===== src/rtl/instr_fetch_unit_if.sv =====
// ---------------------------------------------------------------------------
// instr_fetch_unit_if
// Bundles the fetch unit's program-memory bus and its ALU-facing signals.
//   PM_ADDR      program memory address (= PC)
//   PM_DATA      program memory read data, combinational, valid by Q4
//   PCL_WE       ALU wrote PCL this instruction cycle (sampled at Q4)
//   PCL_DATA     value written to PCL
//   PCLATH       PCLATH[4:0] from the register file
//   SKIP_REQ     ALU skip result (sampled at Q4)
//   OP_CODE      instruction in execute, to ALU
//   Q_PHASE      0=Q1 .. 3=Q4
//   INSTR_VALID  1 = OP_CODE is a fetched instruction, 0 = bubble
//   RETFIE_SET   one-clk pulse at Q4 when RETFIE retires
//   STK_OVF      sticky stack overflow (0 unless STACK_FLAGS_EN)
//   STK_UNF      sticky stack underflow (0 unless STACK_FLAGS_EN)
// Modports: master = fetch unit, slave = program memory / ALU side.
// ---------------------------------------------------------------------------
interface instr_fetch_unit_if #(
    parameter int PC_WIDTH = 13
);
    logic [PC_WIDTH-1:0] PM_ADDR;
    logic [13:0]         PM_DATA;
    logic                PCL_WE;
    logic [7:0]          PCL_DATA;
    logic [4:0]          PCLATH;
    logic                SKIP_REQ;
    logic [13:0]         OP_CODE;
    logic [1:0]          Q_PHASE;
    logic                INSTR_VALID;
    logic                RETFIE_SET;
    logic                STK_OVF;
    logic                STK_UNF;

    modport master (
        output PM_ADDR, OP_CODE, Q_PHASE, INSTR_VALID, RETFIE_SET, STK_OVF, STK_UNF,
        input  PM_DATA, PCL_WE, PCL_DATA, PCLATH, SKIP_REQ
    );

    modport slave (
        input  PM_ADDR, OP_CODE, Q_PHASE, INSTR_VALID, RETFIE_SET, STK_OVF, STK_UNF,
        output PM_DATA, PCL_WE, PCL_DATA, PCLATH, SKIP_REQ
    );
endinterface


===== src/rtl/instr_fetch_unit.sv =====
// ---------------------------------------------------------------------------
// instr_fetch_unit
// Fetch/decode stage feeding the ALU. Owns the PC, the circular hardware
// return stack, the Q1..Q4 phase counter and the instruction register.
// Fetch of PC overlaps execute of OP_CODE; GOTO/CALL/RETURN/RETLW/RETFIE,
// PCL writes and skips replace the prefetched word with a NOP bubble.
//
// Ports:
//   clk    system clock, one instruction cycle = 4 clk
//   rst_n  synchronous active-low reset
//   bus    instr_fetch_unit_if.master (program memory + ALU signals)
//
// Build option: define STACK_FLAGS_EN to build the stack occupancy counter
// that drives sticky STK_OVF / STK_UNF; otherwise both are tied to 0.
// ---------------------------------------------------------------------------
module instr_fetch_unit #(
    parameter int          PC_WIDTH    = 13,
    parameter int          STACK_DEPTH = 8,
    parameter logic [13:0] NOP_CODE    = 14'h0000
) (
    input  logic               clk,
    input  logic               rst_n,
    instr_fetch_unit_if.master bus
);

    localparam int SP_W = $clog2(STACK_DEPTH);

    typedef enum logic [1:0] {
        Q1 = 2'd0,
        Q2 = 2'd1,
        Q3 = 2'd2,
        Q4 = 2'd3
    } phase_t;

    phase_t              phase_q, phase_d;
    logic [PC_WIDTH-1:0] pc_q, pc_d;
    logic [13:0]         ir_q, ir_d;
    logic                valid_q, valid_d;
    logic [SP_W-1:0]     sp_q, sp_d;
    logic [PC_WIDTH-1:0] stack_q [STACK_DEPTH];

    logic                push, pop;
    logic                is_goto, is_call, is_ret, is_retfie;
    logic [PC_WIDTH-1:0] pc_inc, goto_tgt, pcl_tgt, pop_tgt;
    logic [SP_W-1:0]     sp_dec;

    // ------------------------------------------------------------------
    // Decode of the instruction in execute. Bubbles never branch, so every
    // control decode is qualified by valid_q.
    // ------------------------------------------------------------------
    assign is_goto   = valid_q && (ir_q[13:11] == 3'b101);
    assign is_call   = valid_q && (ir_q[13:11] == 3'b100);
    assign is_retfie = valid_q && (ir_q == 14'h0009);
    assign is_ret    = valid_q && ((ir_q == 14'h0008) || (ir_q[13:10] == 4'b1101) ||
                                   (ir_q == 14'h0009));

    // PC increments wrap naturally at 2^PC_WIDTH.
    assign pc_inc   = pc_q + PC_WIDTH'(1);
    assign goto_tgt = PC_WIDTH'({bus.PCLATH[4:3], ir_q[10:0]});
    assign pcl_tgt  = PC_WIDTH'({bus.PCLATH, bus.PCL_DATA});
    // Pop pre-decrements SP; the 3-bit SP wraps so popping empty reads the top entry.
    assign sp_dec   = sp_q - SP_W'(1);
    assign pop_tgt  = stack_q[sp_dec];

    // ------------------------------------------------------------------
    // Phase counter: Q1 -> Q2 -> Q3 -> Q4 -> Q1 ...
    // ------------------------------------------------------------------
    always_comb begin
        phase_d = Q1;
        case (phase_q)
            Q1:      phase_d = Q2;
            Q2:      phase_d = Q3;
            Q3:      phase_d = Q4;
            Q4:      phase_d = Q1;
            default: phase_d = Q1;
        endcase
    end

    // ------------------------------------------------------------------
    // Q4-edge update: exactly one action, in priority order.
    // ------------------------------------------------------------------
    always_comb begin
        pc_d    = pc_q;
        ir_d    = ir_q;
        valid_d = valid_q;
        sp_d    = sp_q;
        push    = 1'b0;
        pop     = 1'b0;
        if (phase_q == Q4) begin
            // Every branch except the default inserts a bubble.
            ir_d    = NOP_CODE;
            valid_d = 1'b0;
            if (is_goto) begin
                pc_d = goto_tgt;
            end else if (is_call) begin
                // PC already points past the CALL, so it is the return address.
                push = 1'b1;
                sp_d = sp_q + SP_W'(1);
                pc_d = goto_tgt;
            end else if (is_ret) begin
                pop  = 1'b1;
                sp_d = sp_dec;
                pc_d = pop_tgt;
            end else if (bus.PCL_WE) begin
                pc_d = pcl_tgt;
            end else if (bus.SKIP_REQ) begin
                pc_d = pc_inc;
            end else begin
                ir_d    = bus.PM_DATA;
                valid_d = 1'b1;
                pc_d    = pc_inc;
            end
        end
    end

    always_ff @(posedge clk) begin
        if (!rst_n) begin
            phase_q <= Q1;
            pc_q    <= '0;
            ir_q    <= NOP_CODE;
            valid_q <= 1'b0;
            sp_q    <= '0;
        end else begin
            phase_q <= phase_d;
            pc_q    <= pc_d;
            ir_q    <= ir_d;
            valid_q <= valid_d;
            sp_q    <= sp_d;
        end
    end

    // Return stack: circular, a push past the top overwrites the oldest entry.
    always_ff @(posedge clk) begin
        if (!rst_n) begin
            for (int i = 0; i < STACK_DEPTH; i++) begin
                stack_q[i] <= '0;
            end
        end else if (push) begin
            stack_q[sp_q] <= pc_q;
        end
    end

`ifdef STACK_FLAGS_EN
    localparam int CNT_W = $clog2(STACK_DEPTH + 1);

    logic [CNT_W-1:0] occ_q;
    logic             ovf_q, unf_q;

    // Occupancy saturates at 0 and STACK_DEPTH; the flags record any attempt
    // to go beyond and stay set until reset. The SP itself still wraps.
    always_ff @(posedge clk) begin
        if (!rst_n) begin
            occ_q <= '0;
            ovf_q <= 1'b0;
            unf_q <= 1'b0;
        end else if (push) begin
            if (occ_q == CNT_W'(STACK_DEPTH)) begin
                ovf_q <= 1'b1;
            end else begin
                occ_q <= occ_q + CNT_W'(1);
            end
        end else if (pop) begin
            if (occ_q == '0) begin
                unf_q <= 1'b1;
            end else begin
                occ_q <= occ_q - CNT_W'(1);
            end
        end
    end

    assign bus.STK_OVF = ovf_q;
    assign bus.STK_UNF = unf_q;
`else
    assign bus.STK_OVF = 1'b0;
    assign bus.STK_UNF = 1'b0;
`endif

    // ------------------------------------------------------------------
    // Outputs
    // ------------------------------------------------------------------
    assign bus.PM_ADDR     = pc_q;
    assign bus.OP_CODE     = ir_q;
    assign bus.INSTR_VALID = valid_q;
    assign bus.Q_PHASE     = phase_q;
    assign bus.RETFIE_SET  = (phase_q == Q4) && is_retfie;

endmodule


===== src/flat_wrapper.sv =====
// flat-port wrapper written by rule: the top's interface ports become plain ports
module instr_fetch_unit_flat 
#(
    parameter int          PC_WIDTH    = 13,
    parameter int          STACK_DEPTH = 8,
    parameter logic [13:0] NOP_CODE    = 14'h0000
)
  (clk, rst_n, bus_PM_ADDR, bus_OP_CODE, bus_Q_PHASE, bus_INSTR_VALID, bus_RETFIE_SET, bus_STK_OVF, bus_STK_UNF, bus_PM_DATA, bus_PCL_WE, bus_PCL_DATA, bus_PCLATH, bus_SKIP_REQ);
  instr_fetch_unit_if #(.PC_WIDTH(PC_WIDTH)) bus_i ();
  input  logic clk;
  input  logic rst_n;
  output wire logic [$bits(bus_i.PM_ADDR)-1:0] bus_PM_ADDR;
  output wire logic [$bits(bus_i.OP_CODE)-1:0] bus_OP_CODE;
  output wire logic [$bits(bus_i.Q_PHASE)-1:0] bus_Q_PHASE;
  output wire logic [$bits(bus_i.INSTR_VALID)-1:0] bus_INSTR_VALID;
  output wire logic [$bits(bus_i.RETFIE_SET)-1:0] bus_RETFIE_SET;
  output wire logic [$bits(bus_i.STK_OVF)-1:0] bus_STK_OVF;
  output wire logic [$bits(bus_i.STK_UNF)-1:0] bus_STK_UNF;
  input wire logic [$bits(bus_i.PM_DATA)-1:0] bus_PM_DATA;
  input wire logic [$bits(bus_i.PCL_WE)-1:0] bus_PCL_WE;
  input wire logic [$bits(bus_i.PCL_DATA)-1:0] bus_PCL_DATA;
  input wire logic [$bits(bus_i.PCLATH)-1:0] bus_PCLATH;
  input wire logic [$bits(bus_i.SKIP_REQ)-1:0] bus_SKIP_REQ;
  assign bus_PM_ADDR = bus_i.PM_ADDR;
  assign bus_OP_CODE = bus_i.OP_CODE;
  assign bus_Q_PHASE = bus_i.Q_PHASE;
  assign bus_INSTR_VALID = bus_i.INSTR_VALID;
  assign bus_RETFIE_SET = bus_i.RETFIE_SET;
  assign bus_STK_OVF = bus_i.STK_OVF;
  assign bus_STK_UNF = bus_i.STK_UNF;
  assign bus_i.PM_DATA = bus_PM_DATA;
  assign bus_i.PCL_WE = bus_PCL_WE;
  assign bus_i.PCL_DATA = bus_PCL_DATA;
  assign bus_i.PCLATH = bus_PCLATH;
  assign bus_i.SKIP_REQ = bus_SKIP_REQ;
  instr_fetch_unit #(.PC_WIDTH(PC_WIDTH), .STACK_DEPTH(STACK_DEPTH), .NOP_CODE(NOP_CODE)) u_core (.clk(clk), .rst_n(rst_n), .bus(bus_i));
endmodule

===== config.mk =====
export PLATFORM = sky130hd
export DESIGN_NAME = instr_fetch_unit_flat
export DESIGN_NICKNAME = d
export VERILOG_FILES = /design/src/rtl/instr_fetch_unit_if.sv /design/src/rtl/instr_fetch_unit.sv /design/src/flat_wrapper.sv
export SDC_FILE = /design/constraint.sdc
export NUM_CORES = 1
export LEC_CHECK = 0
export BUFFER_PORTS_ARGS = -buffer_cell sky130_fd_sc_hd__buf_2
export CORE_MARGIN = 1.5
export CORE_UTILIZATION = 45
export CTS_CLUSTER_DIAMETER = 40
export DETAILED_ROUTE_END_ITERATION = 16
export PLACE_DENSITY = 0.66
export RECOVER_POWER = 25
export SYNTH_ARGS = -nofsm -noshare
export SYNTH_HDL_FRONTEND = slang
export SYNTH_SLANG_ARGS = --single-unit

===== constraint.sdc =====
create_clock -name clk -period 2.55 [get_ports clk]
set_clock_uncertainty 0.1 [all_clocks]
set_input_delay 0.255 -clock clk [delete_from_list [all_inputs] [get_ports clk]]
set_output_delay 0.255 -clock clk [all_outputs]
set_load 0.005 [all_outputs]

==> impl_metrics.tcl <==
set metrics [dict create \
    cts_sinks 137 \
    synth_top_area_frac 0.461 \
    track_usage 0.237 \
    ys_seq_elements 137 \
    place_congestion 0.880 \
    cp.arrival_ns 2.03 \
    p_per_area_mw_per_mm2 671 \
    initial_core_util 0.463 \
    crit_fanout 6 \
    synth_top_area_cell "edfxtp_1" \
    numCtsBuffers 17 \
    drive_gt1_frac 0.238 \
    worst_skew_pair.late_latency_ns 0.43 \
    r2r_cells 8 \
    clk_transition_reported_paths_ns 0.06 \
    areaGrowthSynthToFinish_pct 19.7 \
    finalHoldViolCount 0 \
    ys_seq_area_frac 0.558 \
    holdWs_ns 0.0131 \
    synth_warnings 0 \
    synth.distinct_cells 48 \
    ir_drop_mv 0.494 \
    setup_ws_ns 0.165 \
    hold_path.class "input port to flop" \
    finalWirelength_mm 17.6 \
    synth_most_common_cell "and2_1" \
    cap_violations 0 \
    netlist_area_mm2 0.00678 \
    tightest_slew_ns 0.673 \
    grt_max_degree 45 \
    setup_violations 0 \
    synth_area_leaders "edfxtp_1 (46%), and2_1 (9.8%), dfxtp_1 (9.7%), mux4_2 (6.6%), mux4_1 (2.3%)" \
    worstHoldPathCells 3 \
    path_class "flop to primary output" \
    p_leak_nw 3.09 \
    rsz0062_at_grt "no" \
    cts_tree "built" \
    gr-total-overflow 0 \
    clk_path_buf_depth 2 \
    cp-start-kind "flop" \
    finalCritPeriodShare 0.935 \
    max_freq_ghz 0.419 \
    fillers 1224 \
    dp_cells 799 \
    root_buffer "clkbuf_16" \
    num_rows 44 \
    antenna_cells 0 \
    cts_max_level 4 \
    dieArea_mm2 0.0158 \
    relSlewSlack 0.552 \
    vias 4791 \
    viasPerCell 5.68 \
    cp-end-kind "primary output" \
    numPortBuffers 61 \
    final_cells 843 \
    slew_viol_final 0 \
    synthTopCellsByCount "and2_1 (106), edfxtp_1 (104), nand2_1 (37), clkbuf_1 (34), dfxtp_1 (33)" \
    grt_antenna_before_repair 0 \
    drtAntennaViolNets 0 \
    ys.flop_type "edfxtp_1" \
    tns_ns 0 \
    regArea_mm2 0.00378 \
    drt_first_pass_iters 4 \
    dp_hpwl_mm 12.2 \
    fin_nets 683 \
    die_h_um 126 \
    synthCells 549 \
    drt_iter0_drc 476 \
    die_w_um 126 \
    multi_input_area_mm2 0.00274 \
    required_ns 2.19 \
    grt_pass1_vias 4963 \
    synthArstFlopShare 0 \
    drc_errors 0 \
    grt_pass1_wl_mm 27.9 \
    ios 64 \
    avgRoutedWirePerCell_um 20.9 \
    status "finished clean" \
    total_power_w 0.00545 \
    period_minus_slack_ns 2.39 \
    synth_edf_count 104 \
    coreArea_mm2 0.0146 \
    place_ws_ns 0.188 \
    syn_area_per_cell_um2 12.4 \
]
-- final timing paths --
| check | from | end | slack (ns) |
|---|---|---|---|
| setup reg to reg | u_core.sp_q[0] | u_core.bus.PM_ADDR[5] | 0.19 |
| hold / removal | bus_PM_DATA[12] | u_core.bus.OP_CODE[12] | 0.01 |
| setup / recovery | u_core.bus.OP_CODE[5] | bus_RETFIE_SET | 0.16 |
| hold reg to reg | u_core.sp_q[1] | u_core.sp_q[1] | 0.43 |
-- state kept, by name, summed over array words and instances (netlist names) --
| register | count |
|---|---|
| u_core.stack_q | 104 |
| u_core.bus.OP_CODE | 14 |
| u_core.bus.PM_ADDR | 13 |
| u_core.sp_q | 3 |
| u_core.bus.Q_PHASE | 2 |
| u_core.bus.INSTR_VALID | 1 |
-- layer usage --
layer | global-route usage | vias to the layer above | routed length (um)
met5 | 0 | - | 0
met4 | 0.0845 | 0 | 332
met3 | 0.0540 | 30 | 1060
met2 | 0.390 | 149 | 8800
met1 | 0.309 | 2414 | 7440
li1 | - | 2198 | -
-- logic make-up after synthesis --
kind of cell	share of synthesized area
AOI/OAI and AO/OA	0.0819
xor gates and xnor gates	0.0157
adders and majority gates	0.0111
buffers and inverters	0.0395
DFF	0.558
muxes	0.111
other	0.000553
and+or+nand+nor	0.182
-- worst max-delay path, cell delays in order, from the launching register on --
cell and delay, ns:
dfxtp_1 0.34, nor4_1 0.46, nand4_1 0.35, buf_4 0.25, nor2_1 0.09, buf_2 0.12
-- layout make-up --
| type | instances | area share |
|---|---|---|
| Clock inverter | 8 | 0.00832 |
| Multi-Input combinational cell | 358 | 0.337 |
| Clock buffer | 24 | 0.0620 |
| Inverter | 5 | 0.00247 |
| Tap cell | 184 | 0.0284 |
| Timing Repair Buffer | 127 | 0.0956 |
| Sequential cell | 137 | 0.466 |
-- report_power, final --
part,internal [W],switching (W)
registers,0.00250,0.0000845
logic,0.000205,0.000291
clock network,0.00146,0.000903
-- what timing repair did --
action / in CTS / in global routing
hold buffers: 12 / 0
setup endpoints to repair: 0 / 22
gates resized for setup: 0 / 1
endpoints found under the hold margin: 12 / 0
setup buffers: 0 / 0
-- stage by stage --
| step | utilization | cell area (um2) |
|---|---|---|
| 2_1_floorplan | - | 6790 |
| 3_3_place_gp | 0.511 | 7480 |
| 3_5_place_dp | 0.511 | 7480 |
| 4_1_cts | 0.558 | 8170 |
| 5_1_grt | 0.554 | 8120 |
| 6_report | 0.554 | 8120 |
-- layout by cell type (no fill, tap or decap), types with 5 or more instances in the layout --
cell           count
a21oi_1           11
a22oi_1           14
a31oi_1            6
and2_0            12
and2_1            94
buf_2             50
buf_4             42
clkbuf_1          23
clkbuf_16         18
clkinv_2           7
dfxtp_1           33
dlygate4sd3_1     12
edfxtp_1         104
ha_1               5
mux2_2             6
mux2i_1            8
mux4_1             6
mux4_2            20
nand2_1           37
nand2b_1          14
nand3_1            6
nor2_1            12
nor2b_1           17
nor3_1             8
o2111ai_1          7
o211ai_1           5
o21a_1             5
o21ai_0           13
o21ai_1            8
xor2_1             6
Power figures use the tool's default switching activity.
